## src/rtl/serial_link_arb_pkg.sv

```systemverilog
// Shared types and the round-robin pick helper for the serial-link OBI arbiter.
// Request indices are carried as idx_t; up to MaxReq requesters are supported.
package serial_link_arb_pkg;

  localparam int unsigned MaxReq   = 16;
  localparam int unsigned IdxWidth = $clog2(MaxReq);

  typedef logic [IdxWidth-1:0] idx_t;

  typedef struct packed {
    logic valid;
    idx_t idx;
  } pick_t;

  // First set bit of req at or above ptr, wrapping modulo num.
  function automatic pick_t rr_pick(input logic [MaxReq-1:0] req, input idx_t ptr,
                                    input int unsigned num);
    pick_t       res;
    int unsigned cand;
    res = '{valid: 1'b0, idx: '0};
    for (int unsigned k = 0; k < MaxReq; k++) begin
      cand = (32'(ptr) + k) % num;
      if (k < num && !res.valid && req[cand[IdxWidth-1:0]]) begin
        res.valid = 1'b1;
        res.idx   = idx_t'(cand);
      end
    end
    return res;
  endfunction

endpackage

```

## src/rtl/serial_link_arb_id_fifo.sv

```systemverilog
// In-order FIFO of requester indices; a push while full is accepted when a pop
// happens in the same cycle, because the head slot is freed at that edge.
module serial_link_arb_id_fifo
  import serial_link_arb_pkg::*;
#(
  parameter int unsigned Depth = 4
) (
  input  logic                       clk_i,
  input  logic                       rst_i,
  input  logic                       push,
  input  idx_t                       push_data,
  input  logic                       pop,
  output idx_t                       pop_data,
  output logic                       full,
  output logic                       empty,
  output logic [$clog2(Depth+1)-1:0] count
);

  localparam int unsigned PtrWidth = (Depth > 1) ? $clog2(Depth) : 1;
  localparam int unsigned CntWidth = $clog2(Depth + 1);

  idx_t                mem_reg [Depth];
  logic [PtrWidth-1:0] wr_ptr_reg;
  logic [PtrWidth-1:0] rd_ptr_reg;
  logic [CntWidth-1:0] count_reg;

  function automatic logic [PtrWidth-1:0] ptr_inc(input logic [PtrWidth-1:0] p);
    return (32'(p) == Depth - 1) ? '0 : p + 1'b1;
  endfunction

  always_ff @(posedge clk_i) begin
    if (push) mem_reg[wr_ptr_reg] <= push_data;
  end

  always_ff @(posedge clk_i) begin
    if (rst_i) begin
      wr_ptr_reg <= '0;
      rd_ptr_reg <= '0;
      count_reg  <= '0;
    end else begin
      if (push) wr_ptr_reg <= ptr_inc(wr_ptr_reg);
      if (pop)  rd_ptr_reg <= ptr_inc(rd_ptr_reg);
      case ({push, pop})
        2'b10:   count_reg <= count_reg + 1'b1;
        2'b01:   count_reg <= count_reg - 1'b1;
        default: count_reg <= count_reg;
      endcase
    end
  end

  assign pop_data = mem_reg[rd_ptr_reg];
  assign full     = (count_reg == CntWidth'(Depth));
  assign empty    = (count_reg == '0);
  assign count    = count_reg;

endmodule

```

## src/rtl/serial_link_obi_arbiter.sv

```systemverilog
// Round-robin arbiter sharing one downstream OBI port between NumReq masters;
// the ID FIFO remembers who owns each outstanding response.
module serial_link_obi_arbiter
  import serial_link_arb_pkg::*;
#(
  parameter int unsigned NumReq         = 2,
  parameter int unsigned AddrWidth      = 32,
  parameter int unsigned DataWidth      = 32,
  parameter int unsigned MaxOutstanding = 4
) (
  input  logic                                 clk_i,
  input  logic                                 rst_i,
  input  logic [NumReq-1:0]                    req_i,
  input  logic [NumReq-1:0][AddrWidth-1:0]     addr_i,
  input  logic [NumReq-1:0]                    we_i,
  input  logic [NumReq-1:0][DataWidth/8-1:0]   be_i,
  input  logic [NumReq-1:0][DataWidth-1:0]     wdata_i,
  output logic [NumReq-1:0]                    gnt_o,
  output logic [NumReq-1:0]                    rvalid_o,
  output logic [DataWidth-1:0]                 rdata_o,
  output logic                                 sl_req_o,
  output logic [AddrWidth-1:0]                 sl_addr_o,
  output logic                                 sl_we_o,
  output logic [DataWidth/8-1:0]               sl_be_o,
  output logic [DataWidth-1:0]                 sl_wdata_o,
  input  logic                                 sl_gnt_i,
  input  logic                                 sl_rvalid_i,
  input  logic [DataWidth-1:0]                 sl_rdata_i,
  output logic [$clog2(MaxOutstanding+1)-1:0]  outstanding_o,
  output logic                                 err_unexpected_o
);

  typedef enum logic {ST_IDLE, ST_LOCKED} state_e;

  typedef struct packed {
    logic [AddrWidth-1:0]   addr;
    logic                   we;
    logic [DataWidth/8-1:0] be;
    logic [DataWidth-1:0]   wdata;
  } sl_payload_t;

  state_e            state_reg;
  idx_t              rr_ptr_reg;
  idx_t              lock_idx_reg;
  logic              err_unexpected_reg;
  logic [MaxReq-1:0] req_pad;
  sl_payload_t       payload [MaxReq];
  sl_payload_t       payload_sel;
  pick_t             pick;
  idx_t              sel;
  idx_t              head_idx;
  logic              cand_valid, fifo_full, fifo_empty, handshake, pop;

  for (genvar gi = 0; gi < MaxReq; gi++) begin : g_pad
    if (gi < NumReq) begin : g_used
      assign req_pad[gi] = req_i[gi];
      assign payload[gi] = '{addr: addr_i[gi], we: we_i[gi], be: be_i[gi], wdata: wdata_i[gi]};
    end else begin : g_unused
      assign req_pad[gi] = 1'b0;
      assign payload[gi] = '0;
    end
  end

  // A locked selection overrides arbitration so the address phase stays stable.
  assign pick       = rr_pick(req_pad, rr_ptr_reg, NumReq);
  assign sel        = (state_reg == ST_LOCKED) ? lock_idx_reg : pick.idx;
  assign cand_valid = (state_reg == ST_LOCKED) ? req_pad[lock_idx_reg] : pick.valid;
  assign sl_req_o   = !rst_i && cand_valid && (!fifo_full || sl_rvalid_i);
  assign handshake  = sl_req_o && sl_gnt_i;
  assign pop        = !rst_i && sl_rvalid_i && !fifo_empty;

  assign payload_sel = sl_req_o ? payload[sel] : '0;
  assign sl_addr_o   = payload_sel.addr;
  assign sl_we_o     = payload_sel.we;
  assign sl_be_o     = payload_sel.be;
  assign sl_wdata_o  = payload_sel.wdata;
  assign rdata_o     = sl_rdata_i;

  for (genvar gi = 0; gi < NumReq; gi++) begin : g_route
    assign gnt_o[gi]    = handshake && (sel == idx_t'(gi));
    assign rvalid_o[gi] = pop && (head_idx == idx_t'(gi));
  end

  always_ff @(posedge clk_i) begin
    if (rst_i) begin
      state_reg          <= ST_IDLE;
      rr_ptr_reg         <= '0;
      lock_idx_reg       <= '0;
      err_unexpected_reg <= 1'b0;
    end else begin
      if (sl_rvalid_i && fifo_empty) err_unexpected_reg <= 1'b1;
      case (state_reg)
        ST_IDLE: begin
          if (sl_req_o && !sl_gnt_i) begin
            state_reg    <= ST_LOCKED;
            lock_idx_reg <= sel;
          end
        end
        ST_LOCKED: begin
          if (handshake || !cand_valid) state_reg <= ST_IDLE;
        end
        default: state_reg <= ST_IDLE;
      endcase
      if (handshake) rr_ptr_reg <= (32'(sel) == NumReq - 1) ? '0 : sel + 1'b1;
    end
  end

  assign err_unexpected_o = err_unexpected_reg;

  serial_link_arb_id_fifo #(
    .Depth(MaxOutstanding)
  ) u_id_fifo (
    .clk_i    (clk_i),
    .rst_i    (rst_i),
    .push     (handshake),
    .push_data(sel),
    .pop      (pop),
    .pop_data (head_idx),
    .full     (fifo_full),
    .empty    (fifo_empty),
    .count    (outstanding_o)
  );

endmodule
```

## config.mk

```make
export PLATFORM = sky130hd
export DESIGN_NAME = serial_link_obi_arbiter
export DESIGN_NICKNAME = d
export VERILOG_FILES = /design/src/rtl/serial_link_arb_pkg.sv /design/src/rtl/serial_link_arb_id_fifo.sv /design/src/rtl/serial_link_obi_arbiter.sv
export SDC_FILE = /design/constraint.sdc
export NUM_CORES = 1
export LEC_CHECK = 0
export CAP_MARGIN = 20
export CORE_AREA = 2 2 110 112
export DETAILED_ROUTE_END_ITERATION = 10
export DIE_AREA = 0 0 112 114
export GPL_ROUTABILITY_DRIVEN = 0
export HOLD_SLACK_MARGIN = 0.06
export MAX_ROUTING_LAYER = met4
export PLACE_DENSITY = 0.79
export SYNTH_ARGS = -nofsm -noshare
export SYNTH_HDL_FRONTEND = slang
export SYNTH_HIERARCHICAL = 1
export SYNTH_SLANG_ARGS = --single-unit
```

## constraint.sdc

```tcl
create_clock -name clk_i -period 4 [get_ports clk_i]
set_input_delay 0.8 -clock clk_i [delete_from_list [all_inputs] [get_ports clk_i]]
set_output_delay 0.8 -clock clk_i [all_outputs]
set_load 0.03 [all_outputs]
```

==> impl_results.md <==
- Status: finished, final reports clean
- Max Fanout on Critical Path: 28
- Reg area: approximately 800 sq um
- WL per Instance: roughly 15 um
- Min Tclk post-route: 3.91 ns
- Yosys top cell by area: a21oi_2
- Vias/cell: 4.58
- Average size of a mapped cell: ~7.7 sq um
- Most Frequent Cell on Critical Path: clkdlybuf4s50_1
- Total number of vias: 3272
- Slowest cell on crit path: clkdlybuf4s50_1
- Slew headroom: 68.4%
- Crit path launch type: primary input
- # Post-CTS Setup Buffers: 0
- PortBufs: between 200 and 250
- Row count: 40
- Clk sink count: 32
- Routed Antenna Nets: 0
- Worst Skew: 0.00282 ns
- Syn_nets: roughly 570
- Max reg flops: 16
- Residual DRC: 0
- Peak supply drop: between 0.2 and 0.3 mV
- Syn-to-layout area delta: 78.7%
- Slowest stage delay, CP: 0.68 ns
- PD cells: 274 nW/um^2
- Die width: ~110 um
- Most frequent cells in the layout: clkdlybuf4s50_1, nand2_1, a21oi_2, dfxtp_1, edfxtp_1
- Area of the multi-input gates: 1710 sq um
- Fill cells: around 1.1k
- Post-synthesis register bit count: 32
- Setup TNS: 0 ns
- F_max: 256 MHz
- Final Cell Area: between 5000 and 6000 sq um
- Global-route wire length before repair: about 16000 um
- Detailed placement HPWL: 8240 um
- Die height: 114 um
- 1st-pass router iterations: 4
- TritonCTS buffer count: 5
- Yosys warning total: 6
- RR Startpoint: u_id_fifo/count[0]
- H-tree levels: 2
- Cell variety after synth: 37
- Hold Vio Cnt, Final: 0
- CTS tree: done
- Hold Crit Start: err_unexpected_o
- Worst EP required: 3.20 ns
- Design Power: 1.44 mW
- Largest net degree at the start of global routing: a little over 40
- Number of max-cap violations: 0
- Total Routing Usage GR: 15.8%
- Boundary pin count: 286
- Period utilization: 97.8%
- Critical path buffers and inverters: 3
- Die area: 12800 sq um
- Cell Area, Placed: 5090 sq um
- Crit. End Element: output pin
- Clock Latency Late Sink: 0.28 ns
- Routed WL: 10400 um
- Slew Limit Fails: 0
- Vias in the first global route: 3283
- Post-Synthesis Cells: between 300 and 400
- Actual slew at the worst max-slew pin: approximately 0.47 ns
- Sequential cell area fraction in the yosys report: 27.2%
- Most frequently used flop master after synthesis: edfxtp_1
- Netlist Area Pre-Place: ~2900 sq um
- CTS clk-pin slew, worst paths: 0.05 ns
- Iteration-0 DRC Markers: around 120
- RSZ-0062 raised after global routing: false
- P_leak: about 2.1 nW
- Grt ovf: 0
- Nets@finish: approximately 750
- Final setup viols: 0
- Crit Path Class: in2out
- Critical path origin: req_i[1]
- CP Cell Sequence: clkdlybuf4s50_1, mux2i_1, o41a_1, nand2b_4, buf_4, a21oi_2, clkdlybuf4s50_1
- Hold crit path type: reg2reg
- Ranking of synthesized cells by area: a21oi_2, nand2_1, edfxtp_1, dfxtp_1, buf_4
- Post-synth ARST share: 0%
- Most common cell after layout, fill and taps aside: clkdlybuf4s50_1
- Initial Util: 25.1%
- Diode count: 0
- Post-CTS resize count: 0
- Share of the synthesized area in the top cell type: between 20% and 30%
- Delay-heaviest family, CP: buffers and inverters
- Crit path DAT: 3.11 ns
- EDFF count, synth: 16
- Hold_buf cts: 0
- Initial antenna violation count: 0
- Worst-case clock buffer depth: 2
- Core area: 11700 sq um
- Share of cells above drive strength 1: 18.3%
- CTS root buf: clkbuf_16
[cell type report]
class	count	share of cell area, %
clock buffer	5	2.38
multi-input combinational	284	32.6
sequential	32	15.2
timing repair buffer	233	45.3
inverter	10	0.738
clock inverter	3	0.262
tap	147	3.50
[path summary, 6_finish.rpt]
| path | end | slack [ns] | cells after the start |
|---|---|---|---|
| setup / recovery | sl_addr_o[1] | 0.09 | 7 |
| hold / removal | err_unexpected_o | 0.49 | 2 |
| setup reg to reg | u_id_fifo/count[2] | 0.87 | 16 |
| hold reg to reg | err_unexpected_o | 0.49 | 2 |
[power breakdown]
group | internal, mW | switching [mW]
clock network | 0.225 | 0.131
registers | 0.356 | 0.0115
logic | 0.337 | 0.377
[worst register-to-register path, cell delays in order, from the launching register on]
cell and delay [ns]:
dfxtp_1 0.34, inv_1 0.11, and3_1 0.15, nor2b_1 0.33, nor3_1 0.09, buf_4 0.16
nand2b_4 0.08, buf_4 0.19, inv_2 0.07, and2_1 0.18, inv_1 0.08, ha_1 0.19
inv_1 0.07, fa_1 0.39, xor2_1 0.17, or3_1 0.31, a21oi_1 0.15
[stage by stage]
stage	setup WS, ns	utilization [%]	cells	hold slack (ns)
4_1_cts	0.0824	44.7	714	0.498
3_3_place_gp	0.168	43.5	706	0.458
6_report	0.0899	44.9	714	0.494
3_5_place_dp	0.109	43.5	706	0.482
2_1_floorplan	1.07	-	382	0.459
5_1_grt	0.000378	44.9	714	0.539
[synthesized netlist by cell type (all sizes together) (3+ instances only)]
library cell  count
edfxtp           16
dfxtp            16
mux2i             3
buf              44
and2             11
and3              3
nor3b             3
nand2           142
nor2             14
a21oi            74
clkbuf           12
nor3              6
inv               9
mux4              4
ha                6
[metal layers]
layer / up-vias / global-route usage (%) / share of wire (%)
met2: 153 / 26.7 / 50
met5: - / - / 0
met1: 1513 / 19.3 / 41
met3: 12 / 3.93 / 7.4
met4: 0 / 3.41 / 1.1
li1: 1594 / - / -
[logic make-up after synthesis]
logic type	synth area share [%]
simple gates	26.3
mux	4.34
buf+inv	14.8
xor+xnor	0.596
fa+ha+maj	3.23
compound gates	23.5
flops	27.2
Note: power is estimated with default switching activity, not from simulation.
